<file path="config.mk">
export PLATFORM = sky130hd
export DESIGN_NAME = uart_tx_fifo_flat
export DESIGN_NICKNAME = d
export VERILOG_FILES = /design/src/rtl/uart_tx_fifo_if.sv /design/src/rtl/uart_tx_fifo.sv /design/src/flat_wrapper.sv
export SDC_FILE = /design/constraint.sdc
export NUM_CORES = 1
export LEC_CHECK = 0
export BUFFER_PORTS_ARGS = -buffer_cell sky130_fd_sc_hd__buf_4
export CAP_MARGIN = 10
export CORE_MARGIN = 2
export CORE_UTILIZATION = 50
export CTS_BUF_LIST = sky130_fd_sc_hd__clkbuf_8
export DETAILED_ROUTE_END_ITERATION = 10
export GPL_TIMING_DRIVEN = 0
export PLACE_DENSITY_LB_ADDON = 0.05
export REMOVE_ABC_BUFFERS = 1
export SLEW_MARGIN = 10
export SYNTH_ARGS = -nofsm -noshare
export SYNTH_HDL_FRONTEND = slang
export SYNTH_SLANG_ARGS = --single-unit
</file>
<file path="constraint.sdc">
create_clock -name clk -period 2.9 [get_ports clk]
set_clock_uncertainty 0.15 [all_clocks]
set_input_delay 0.58 -clock clk [delete_from_list [all_inputs] [get_ports clk]]
set_output_delay 0.58 -clock clk [all_outputs]
set_load 0.02 [all_outputs]
</file>
<file path="src/rtl/uart_tx_fifo_if.sv">
// Write-side handshake between the register block and the buffered UART transmitter.
interface uart_tx_fifo_if;
  logic       wr_valid;
  logic [7:0] wr_data;
  logic       wr_ready;

  modport master (output wr_valid, output wr_data, input wr_ready);
  modport slave  (input wr_valid, input wr_data, output wr_ready);
endinterface

</file>
<file path="src/rtl/uart_tx_fifo.sv">
// Buffered 8N1 UART transmitter: bytes accepted on a valid/ready handshake are held
// in a FIFO and shifted out LSB first. txd and tx_busy are registered outputs.
module uart_tx_fifo #(
  parameter int ClkFrequency = 200000000,
  parameter int Baud         = 9600,
  parameter int DEPTH        = 16,
  localparam int AW          = $clog2(DEPTH)
) (
  input  logic            clk,
  input  logic            reset,
  uart_tx_fifo_if.slave   wr,
  output logic            txd,
  output logic            tx_busy,
  output logic [AW:0]     fifo_count
);

  localparam int DIV = ClkFrequency / Baud;
  localparam int BW  = (DIV > 2) ? $clog2(DIV) : 1;
  localparam logic [BW-1:0] BAUD_LAST = BW'(DIV - 1);
  localparam logic [BW-1:0] BAUD_ONE  = BW'(1);
  localparam logic [AW:0]   FULL      = (AW + 1)'(DEPTH);
  localparam logic [AW:0]   CNT_ONE   = (AW + 1)'(1);
  localparam logic [AW-1:0] PTR_ONE   = AW'(1);

  generate
    if (DIV < 2) begin : g_div_check
      $error("uart_tx_fifo: ClkFrequency/Baud must be at least 2");
    end
    if ((DEPTH < 2) || ((DEPTH & (DEPTH - 1)) != 0)) begin : g_depth_check
      $error("uart_tx_fifo: DEPTH must be a power of two and at least 2");
    end
  endgenerate

  typedef enum logic [1:0] {IDLE, START, DATA, STOP} state_t;

  logic [7:0]    mem_q [DEPTH];
  logic [AW-1:0] wr_ptr_q, rd_ptr_q;
  logic [AW:0]   count_q, count_d;
  state_t        state_q;
  logic [BW-1:0] baud_q;
  logic [2:0]    bit_q;
  logic [7:0]    shift_q;
  logic          txd_q;
  logic          busy_q;
  logic          push, pop;

  // Ready comes from the registered count only, so a pop never frees a slot in the same cycle.
  assign wr.wr_ready = ~reset & (count_q != FULL);
  assign push        = wr.wr_valid & wr.wr_ready;
  assign pop         = (state_q == IDLE) & (count_q != '0);

  assign txd        = txd_q;
  assign tx_busy    = busy_q;
  assign fifo_count = count_q;

  // Next FIFO occupancy: simultaneous push and pop leave it unchanged.
  always_comb begin
    count_d = count_q;
    if (push && !pop) begin
      count_d = count_q + CNT_ONE;
    end else if (!push && pop) begin
      count_d = count_q - CNT_ONE;
    end
  end

  // FIFO storage; writes are gated by wr_ready, so reset needs no special case here.
  always_ff @(posedge clk) begin
    if (push) begin
      mem_q[wr_ptr_q] <= wr.wr_data;
    end
  end

  // Pointers and occupancy; pointers wrap naturally at DEPTH.
  always_ff @(posedge clk) begin
    if (reset) begin
      wr_ptr_q <= '0;
      rd_ptr_q <= '0;
      count_q  <= '0;
    end else begin
      if (push) wr_ptr_q <= wr_ptr_q + PTR_ONE;
      if (pop)  rd_ptr_q <= rd_ptr_q + PTR_ONE;
      count_q <= count_d;
    end
  end

  // Serializer: txd follows the state one edge later, so every line bit lasts DIV cycles
  // and the idle cycle between frames adds one extra high cycle after the stop bit.
  always_ff @(posedge clk) begin
    if (reset) begin
      state_q <= IDLE;
      txd_q   <= 1'b1;
      baud_q  <= '0;
      bit_q   <= '0;
      shift_q <= '0;
      busy_q  <= 1'b0;
    end else begin
      // Busy also covers the popping edge and the final stop-bit edge.
      busy_q <= (count_d != '0) | pop | (state_q != IDLE);
      case (state_q)
        IDLE: begin
          txd_q <= 1'b1;
          if (pop) begin
            shift_q <= mem_q[rd_ptr_q];
            baud_q  <= '0;
            state_q <= START;
          end
        end
        START: begin
          txd_q <= 1'b0;
          if (baud_q == BAUD_LAST) begin
            baud_q  <= '0;
            bit_q   <= '0;
            state_q <= DATA;
          end else begin
            baud_q <= baud_q + BAUD_ONE;
          end
        end
        DATA: begin
          txd_q <= shift_q[0];
          if (baud_q == BAUD_LAST) begin
            baud_q  <= '0;
            shift_q <= {1'b0, shift_q[7:1]};
            if (bit_q == 3'd7) begin
              state_q <= STOP;
            end else begin
              bit_q <= bit_q + 3'd1;
            end
          end else begin
            baud_q <= baud_q + BAUD_ONE;
          end
        end
        STOP: begin
          txd_q <= 1'b1;
          if (baud_q == BAUD_LAST) begin
            baud_q  <= '0;
            state_q <= IDLE;
          end else begin
            baud_q <= baud_q + BAUD_ONE;
          end
        end
        default: begin
          txd_q   <= 1'b1;
          state_q <= IDLE;
        end
      endcase
    end
  end

endmodule

</file>
<file path="src/flat_wrapper.sv">
// flat-port wrapper written by rule: the top's interface ports become plain ports
module uart_tx_fifo_flat 
#(
  parameter int ClkFrequency = 200000000,
  parameter int Baud         = 9600,
  parameter int DEPTH        = 16,
  localparam int AW          = $clog2(DEPTH)
)
  (clk, reset, txd, tx_busy, fifo_count, wr_wr_valid, wr_wr_data, wr_wr_ready);
  uart_tx_fifo_if wr_i ();
  input  logic clk;
  input  logic reset;
  output logic txd;
  output logic tx_busy;
  output logic [AW:0] fifo_count;
  input wire logic [$bits(wr_i.wr_valid)-1:0] wr_wr_valid;
  input wire logic [$bits(wr_i.wr_data)-1:0] wr_wr_data;
  output wire logic [$bits(wr_i.wr_ready)-1:0] wr_wr_ready;
  assign wr_i.wr_valid = wr_wr_valid;
  assign wr_i.wr_data = wr_wr_data;
  assign wr_wr_ready = wr_i.wr_ready;
  uart_tx_fifo #(.ClkFrequency(ClkFrequency), .Baud(Baud), .DEPTH(DEPTH)) u_core (.clk(clk), .reset(reset), .wr(wr_i), .txd(txd), .tx_busy(tx_busy), .fifo_count(fifo_count));
endmodule
</file>
After elaboration in Yosys (flattened, before gate mapping)
Memories as Yosys holds them, arrays and structs flattened. A register that Yosys moved wholly into a read port is not among the register bits.
Cells that the tools add are included.

storage, ports and cells
  bits in registers = 43
  bits in latches = 0
  RAM bits = 128
  memory bits (read-only) = 0
  word-level logic and storage cells = 72
  memories kept = 1

memory list
  memory        words  width  read ports  clocked after Yosys merged registers in  wr ports  line                source
  u_core.mem_q  16     8      1           1                                        1         uart_tx_fifo.sv:36  logic [7:0] mem_q [DEPTH];

operators by class
  $add $sub $neg = 6
  $mul = 0
  div/mod/pow operators = 0
  order comparisons = 0
  equality and inequality tests = 12
  shifts and indexed selects = 0
  multiplexer cells = 23
  bitwise logic cells = 6
  reductions and logical operators = 15

operators by type and width
  kind                   number
  $mux 15                2
  $pmux 15 s2            1
  $mux 8                 2
  $pmux 8 s2             1
  $add 15x1->15 const B  1
  $eq 15x15->1 const B   1
  $mux 2                 5
  $mux 5                 2
  $ne 2x1->1 const B     5
  $reduce_bool 5->1      2
  $mux 3                 3
  $add 4x1->4 const B    2
  $mux 4                 2
  $pmux 2 s4             1
  $pmux 3 s2             1
  $reduce_bool 2->1      3
  $add 5x1->5 const B    1
  $ne 5x5->1 const B     1
  $reduce_and 5->1       1
  $sub 5x1->5 const B    1
  $eq 2x2->1 const B     2
  $reduce_and 4->1       1
  $add 3x1->3 const B    1
  $and 1x1->1            3
  13 further kinds       17

Logic depth before layout (Yosys ltp)
Gate-level depths: netlist of run 1.

  depth in word-level cells = 10
  mapped depth = 8
  mapped depth without buffers = 7

Worst setup path after synthesis of run 1
No wires, ideal clock.

  path type = register to register
  start point = register u_core.count_q[0] (netlist: u_core.fifo_count[0])
  end point = memory u_core.mem_q[3][0], enable pin
  arrival = 2.198 ns
  data required time = 2.367 ns
  path slack = 0.169 ns
  stages on the path, launching flop included = 8
  path through = dfxtp_1 -> inv_1 -> ha_1 -> nand4bb_1 -> and2_1 -> clkbuf_1 -> nand2_1 -> nor3_1

on the way
  word-level cells in the longest chain between the ends = 5

RTL lines
  element                       line                source
  start, declared               uart_tx_fifo.sv:38  logic [AW:0] count_q, count_d;
  start signal, assigned        uart_tx_fifo.sv:82  count_q <= count_d;
  $ne 5x5->1                    uart_tx_fifo.sv:48  assign wr.wr_ready = ~reset & (count_q != FULL);
  $and 1x1->1                   uart_tx_fifo.sv:48
  $and 1x1->1                   uart_tx_fifo.sv:49  assign push = wr.wr_valid & wr.wr_ready;
  $mux 1                        uart_tx_fifo.sv:68  if (push) begin
  $mux 1 (not written as such)  uart_tx_fifo.sv:69  mem_q[wr_ptr_q] <= wr.wr_data;
  end, declared                 uart_tx_fifo.sv:36

No other way between the ends.

Worst setup path in the final report of run 1
  start point = register u_core.count_q[0] (netlist: u_core.fifo_count[0])
  end point = memory u_core.mem_q[4][0], enable pin

The elaborated chain is that of the path after synthesis.

==> results of run 1 <==
==> registers in the layout (all words and copies together), names as in the netlist, named ones only <==
signal	count
u_core.fifo_count	5
u_core.baud_q	15
u_core.wr_ptr_q	4
u_core.bit_q	3
u_core.rd_ptr_q	4
u_core.shift_q	8
u_core.mem_q	128
u_core.tx_busy	1
u_core.state_q	2
u_core.txd	1
==> power breakdown <==
group / leakage, uW / switching, uW / total [uW] / internal, uW
clock network: 0.000158 / 854 / 1440 / 582
logic: 0.000872 / 853 / 1540 / 686
registers: 0.00154 / 149 / 2950 / 2800
total: 0.00257 / 1860 / 5930 / 4070
==> routing by layer <==
layer  track usage (%)  wire [um]  up-vias
li1                  -          -     2055
met1              25.8       6690     2219
met2              33.4       7460       78
met3              5.22        674       16
met4              5.42        193        0
met5                 0          0        -
==> timing repair <==
item	4_1_cts	5_1_grt
hold buffers	0	0
endpoints found under the setup margin	9	104
resized for setup	1	11
==> final cells by class <==
type                            instances  share of cell area [%]
Sequential cell                       175                    59.3
Multi-Input combinational cell        304                    30.6
Clock buffer                           17                    2.90
Tap cell                              184                    2.85
Timing Repair Buffer                   24                    2.54
Clock inverter                         15                    1.21
Inverter                               13                   0.604
==> worst min path at each step <==
| stage | start | cells after the start | slack [ns] | to |
|---|---|---|---|---|
| after floorplan | u_core.shift_q[0] | 2 | 0.28 | u_core.shift_q[0] |
| after global placement | u_core.shift_q[6] | 2 | 0.30 | u_core.shift_q[6] |
| after detailed placement | u_core.shift_q[4] | 2 | 0.31 | u_core.shift_q[4] |
| after CTS | wr_wr_data[7] | 1 | 0.25 | u_core.mem_q[0][7] |
| after global routing | wr_wr_data[7] | 1 | 0.27 | u_core.mem_q[14][7] |
| final | wr_wr_data[7] | 1 | 0.28 | u_core.mem_q[0][7] |
==> worst reg2reg max path: stages (launching register included) <==
cell       delay, ns
dfxtp_1         0.43
inv_1           0.11
ha_1            0.27
nand4bb_1       0.18
and2_1          0.36
nand2_1         0.22
nor2_1          0.76
==> through the flow <==
step | instances | hold slack (ns) | instance area, sq um | power (uW) | TNS [ns]
floorplan | 492 | 0.278 | 7250 | 4070 | 0
global placement | 694 | 0.302 | 7620 | 4480 | -30.34
detailed placement | 699 | 0.308 | 7700 | 4540 | -11.41
CTS | 731 | 0.250 | 8040 | 5970 | -0.0132
global route | 732 | 0.266 | 8070 | 6250 | -4.39
finish | 732 | 0.276 | 8070 | 5930 | 0
==> kinds of logic after synthesis <==
family,count (synthesis),share of synthesized area [%]
xor gates and xnor gates,10,1.19
muxes,49,10.3
DFF,175,64.9
adders and majority gates,16,2.72
and+or+nand+nor,134,9.23
buffers and inverters,40,2.29
AOI/OAI and AO/OA,95,9.40
==> cell usage in the layout (no fill, tap or decap), drive strengths merged, types with 3 or more instances in the layout <==
master / n
a41oi: 3
clkinvlp: 5
nor3: 12
edfxtp: 128
nand2: 29
or3: 3
o2111ai: 3
xnor2: 6
nand4: 5
o22ai: 8
a22o: 6
o221ai: 3
a2111oi: 5
a311oi: 12
dfxtp: 47
mux4: 20
inv: 16
a31oi: 5
nor2: 40
mux2: 14
clkinv: 7
buf: 24
nand2b: 5
nor2b: 10
and3: 3
and4: 3
a211oi: 5
mux2i: 15
ha: 16
clkbuf: 17
o21ai: 14
nor4b: 3
nand3: 12
xor2: 4
a21oi: 16
==> run_results.csv, run 1 <==
group,metric,value,unit
route,drt-vias-per-instance,5.97,
layout,syn2layout_area_growth,9.49,%
layout,finish.utilization,55.8,%
logic_synthesis,synth_enable_flop_cells,128,
global_route,antenna_found_initial,0,
setup_path,endpoint,"u_core.mem_q[4][0]",
setup_path,cp-start-kind,"flip-flop",
setup_path,rr_worst_depth,6,
logic_synthesis,synth_top_area_share,52.1,%
logic_synthesis,yosys.area.top_type,"edfxtp_1",
setup_path,cp_top_family,"simple AND/OR/NAND/NOR gates",
clocking,cts.sinks,175,
placement,portBuffers,18,
die,ioPinCount,19,
clocking,cts_tree,"done",
clocking,clk_pin_slew_worst_paths,0.08,ns
timing,period_needed,2.86,ns
timing,hold_viol_final,0,
die,initial_utilization,50.9,%
timing,rsz0062_at_grt,"true",
die,die_area,0.0157,sq mm
job,cap_violations,0,
logic_synthesis,synthTopCellsByCount,"128 x edfxtp_1, 47 x dfxtp_1, 40 x nor2_1",
setup_path,worst-path-stages,6,
placement,post-place-ws,-0.235,ns
timing,max_freq,349,MHz
clocking,cts_inserted_buffers,17,
pwr,vdd_ir_drop_max,0.000401,V
logic_synthesis,ys_types,55,
timing,setup_ws,0.0387,ns
logic_synthesis,avgSynthCellArea,14.2,sq um
die,core-area,0.0145,sq mm
setup_path,path_cells,"inv_1 > ha_1 > nand4bb_1 > and2_1 > nand2_1 > nor2_1",
pwr,leakagePower,0.00257,uW
status,status,"finished clean",
global_route,grt_overflow,0,
logic_synthesis,yosysMostFrequentCell,"edfxtp_1",
setup_path,cp_num_buf_inv,1,
die,rows,44,
timing,worst_slew_margin_rel,32.8,%
setup_path,critPathMaxFanout,9,
global_route,grt_pass1_wl,23800,um
route,vias,4368,
placement,dp_hpwl,9960,um
setup_path,criticalPathCategory,"flip-flop to flip-flop",
die,die_x,125,um
layout,multiInputGateArea,0.00247,sq mm
layout,seqCellArea,0.00479,sq mm
route,antenna_left,0,
route,wl,15000,um
clocking,max-clock-path-buffers,2,
route,drt_iter0_markers,351,
clocking,htreeDepth,4,
logic_synthesis,ys_seq_area_share,64.9,%
global_route,grt.total_usage,19.9,%
global_route,grt_max_degree,42,
setup_path,r2r_slack,0.04,ns
hold_path,holdCritPathClass,"input port to flip-flop",
setup_path,rr_endpoint,"u_core.mem_q[4][0]",
clocking,cts_setup_buffers,0,
layout,nets,562,
setup_path,required,2.82,ns
die,die_h,125,um
timing,slew_violations,0,
setup_path,slowest_stage,"nor2_1",
logic_synthesis,syn_inst,519,
route,drt_pass1_iterations,4,
logic_synthesis,ys_top_cells_by_area,"edfxtp_1 52%, dfxtp_1 13%, mux4_2 6.1%",
pwr,power_density,734,mW/mm^2
setup_path,end_kind,"flip-flop",
layout,fillCellCount,1190,
clocking,cts-root-buf,"clkbuf_8",
timing,fin_crit_sh,98.7,%
layout,antenna_cells,0,
logic_synthesis,async_flop_share,0,%
clocking,clk_latency,0.45,ns
route,wire_per_inst,20.5,um
logic_synthesis,syn-cell-area,0.00737,sq mm
logic_synthesis,yosysWarningCount,0,
logic_synthesis,ys_ff_latch,175,
route,drc,0,
timing,setup_viol,0,
logic_synthesis,synth_flop_cell,"edfxtp_1",
placement,globalplace.congestion,0.784,
setup_path,reg2reg_from,"u_core.fifo_count[0]",
setup_path,cp-startpoint,"u_core.fifo_count[0]",
setup_path,cp_data_arrival_time,2.78,ns
setup_path,slowest_delay,0.76,ns
timing,worst_slew_pin_slew,1.01,ns
layout,layout-drive-gt1-share,19.7,%
global_route,grt_pass1_vias,4338,
No activity file was read; power rests on OpenSTA's default activity.
==> run 2: changes to the inputs <==
--- a/config.mk
+++ b/config.mk
@@ -7,7 +7,8 @@
 export LEC_CHECK = 0
 export BUFFER_PORTS_ARGS = -buffer_cell sky130_fd_sc_hd__buf_4
-export CAP_MARGIN = 10
+export CELL_PAD_IN_SITES_DETAIL_PLACEMENT = 1
+export CELL_PAD_IN_SITES_GLOBAL_PLACEMENT = 2
 export CORE_MARGIN = 2
-export CORE_UTILIZATION = 50
+export CORE_UTILIZATION = 47
 export CTS_BUF_LIST = sky130_fd_sc_hd__clkbuf_8
 export DETAILED_ROUTE_END_ITERATION = 10
==> constraint.sdc (replaced) <==
create_clock -name clk -period 2.9 [get_ports clk]
set_clock_uncertainty 0.15 [all_clocks]
set_input_delay 0.145 -clock clk [delete_from_list [all_inputs] [get_ports clk]]
set_output_delay 0.145 -clock clk [all_outputs]
set_load 0.02 [all_outputs]
==> run 2 against run 1 <==
- sequential power hardly changed
- clock-buffer cell count stayed put
- critical path depth is 1 higher
- fmax is 3.2% higher
- combinational power hardly changed
- critical path type unchanged
==> run_results.csv, run 2 (same netlist as run 1, synthesis figures left out) <==
group,metric,value,unit
status,status,"finished clean",
layout,largest_register_ff_count,128,
job,cap_violations,0,
clocking,clk_pin_slew_worst_paths,0.08,ns
timing,max_freq,361,MHz
layout,layout_commonest_cell,"edfxtp_1",
clocking,max-clock-path-buffers,2,
layout,seqCellArea,0.00479,sq mm
route,wire_per_inst,20.7,um
global_route,grt_pass1_vias,4611,
die,rows,45,
timing,setup_viol,0,
setup_path,path_cells,"inv_1 > ha_1 > nor4b_2 > nand2_2 > a31o_2 > o221ai_1 > nor3_1",
global_route,grt_max_degree,42,
clocking,cts_inserted_buffers,17,
timing,worst_slew_pin_slew,0.995,ns
die,core-area,0.0153,sq mm
die,die_area,0.0167,sq mm
timing,hold_viol_final,0,
clocking,cts.sinks,175,
route,drt_iter0_markers,322,
setup_path,end_kind,"flip-flop",
route,drc,0,
global_route,antenna_found_initial,0,
pwr,combPwrFrac,24.7,%
clocking,htreeDepth,4,
placement,globalplace.congestion,0.726,
global_route,grt_pass1_wl,25600,um
layout,nets,571,
die,initial_utilization,48.3,%
timing,slew_violations,0,
layout,top_regs,"u_core.mem_q: 128 flops, u_core.baud_q: 15 flops, u_core.shift_q: 8 flops",
setup_path,slowest_delay,0.58,ns
pwr,switching_power,1940,uW
layout,layout-drive-gt1-share,20.6,%
setup_path,cp-start-kind,"flip-flop",
pwr,vdd_ir_drop_max,0.000435,V
pwr,p_int,4360,uW
clocking,cts_tree,"done",
layout,max_flop_register,"u_core.mem_q",
layout,multiInputGateArea,0.00252,sq mm
setup_path,required,3.06,ns
timing,rsz0062_at_grt,"true",
pwr,clockPowerShare,28.2,%
timing,hold_slack,0.102,ns
timing,worst_slew_margin_rel,33.6,%
pwr,leakagePower,0.00265,uW
die,die_h,129,um
die,ioPinCount,19,
route,drt_pass1_iterations,4,
clocking,clk_latency,0.45,ns
clocking,cts-root-buf,"clkbuf_8",
placement,dp_hpwl,10400,um
timing,period_needed,2.77,ns
setup_path,cp_data_arrival_time,2.94,ns
route,drt-vias-per-instance,5.73,
placement,portBuffers,18,
setup_path,critPathMaxFanout,17,
global_route,grt_overflow,0,
setup_path,slowest_stage,"nor4b_2",
layout,most-common-layout-cells,"128 x edfxtp_1, 45 x dfxtp_1, 28 x nand2_1",
pwr,power_density,755,mW/mm^2
timing,fin_crit_sh,95.6,%
hold_path,holdCritPathClass,"input port to flip-flop",
global_route,grt.total_usage,20.7,%
route,antenna_left,0,
pwr,seq_power_share,47.1,%
route,vias,4403,
die,die_x,129,um
route,wl,15900,um
layout,syn2layout_area_growth,13.2,%
layout,fillCellCount,1466,
setup_path,criticalPathCategory,"flip-flop to flip-flop",
layout,antenna_cells,0,
layout,finish.utilization,54.7,%
pwr,swShare,30.7,%
[run 2: timing repair]
action                                 4_1_cts  5_1_grt
setup endpoints to repair                  104      133
pin swaps                                    0        2
hold buffers                                 9        0
endpoints found under the hold margin      141        0
buffers inserted                             0        3
resized for setup                            3       20
[run 2: layer usage]
metal / part of all wire [%] / global-route usage, % / routed length (um) / vias to the layer above
met1: 47 / 28.5 / 7410 / 2254
met5: 0 / 0 / 0 / -
li1: - / - / - / 2067
met3: 3.4 / 3.80 / 547 / 17
met4: 1.7 / 7.10 / 265 / 0
met2: 48 / 33.3 / 7680 / 65
[run 2: cell type report]
type / count / area share, %
clock inverters: 15 / 2.16
inverters: 13 / 0.585
multi-input cells: 304 / 30.2
well taps: 211 / 3.16
clock buffers: 17 / 2.80
flip-flops and latches: 175 / 57.4
repair buffers: 33 / 3.69
[run 2: stage by stage]
step | cells | area, sq um | TNS, ns | setup WS [ns] | power, uW
after floorplan | 492 | 7250 | 0 | 0.283 | 4070
after global placement | 721 | 7650 | -16.37 | -0.511 | 4500
after detailed placement | 724 | 7720 | -5.24 | -0.205 | 4560
after CTS | 765 | 8230 | -3.01 | -0.0638 | 6340
after global routing | 768 | 8340 | -1.83 | -0.0839 | 6620
final | 768 | 8340 | 0 | 0.129 | 6300
[run 2: worst max-delay path, delay by kind of cell (launching register included)]
family	cells	cell delay [ns]
AOI/OAI and AO/OA	2	0.66
adders and majority gates	1	0.26
buffers and inverters	1	0.12
DFF	1	0.38
and+or+nand+nor	3	1.06
[run 2: power by group through the flow]
stage	sequential [uW]	clock (uW)	combinational [uW]
4_1_cts	2970	1820	1560
6_report	2970	1780	1560
3_5_place_dp	3030	0	1530
5_1_grt	2990	1900	1730
3_3_place_gp	3120	0	1370
2_1_floorplan	3070	0	995
[run 2: path summary, 6_finish.rpt]
path                              from                    to  slack [ns]  depth (start not counted)
setup / recovery  u_core.fifo_count[0]     u_core.shift_q[2]        0.13                          7
hold / removal             wr_wr_valid  u_core.fifo_count[4]        0.10                          5
setup reg to reg  u_core.fifo_count[0]     u_core.shift_q[2]        0.13                          7
hold reg to reg      u_core.shift_q[0]     u_core.shift_q[0]        0.32                          2
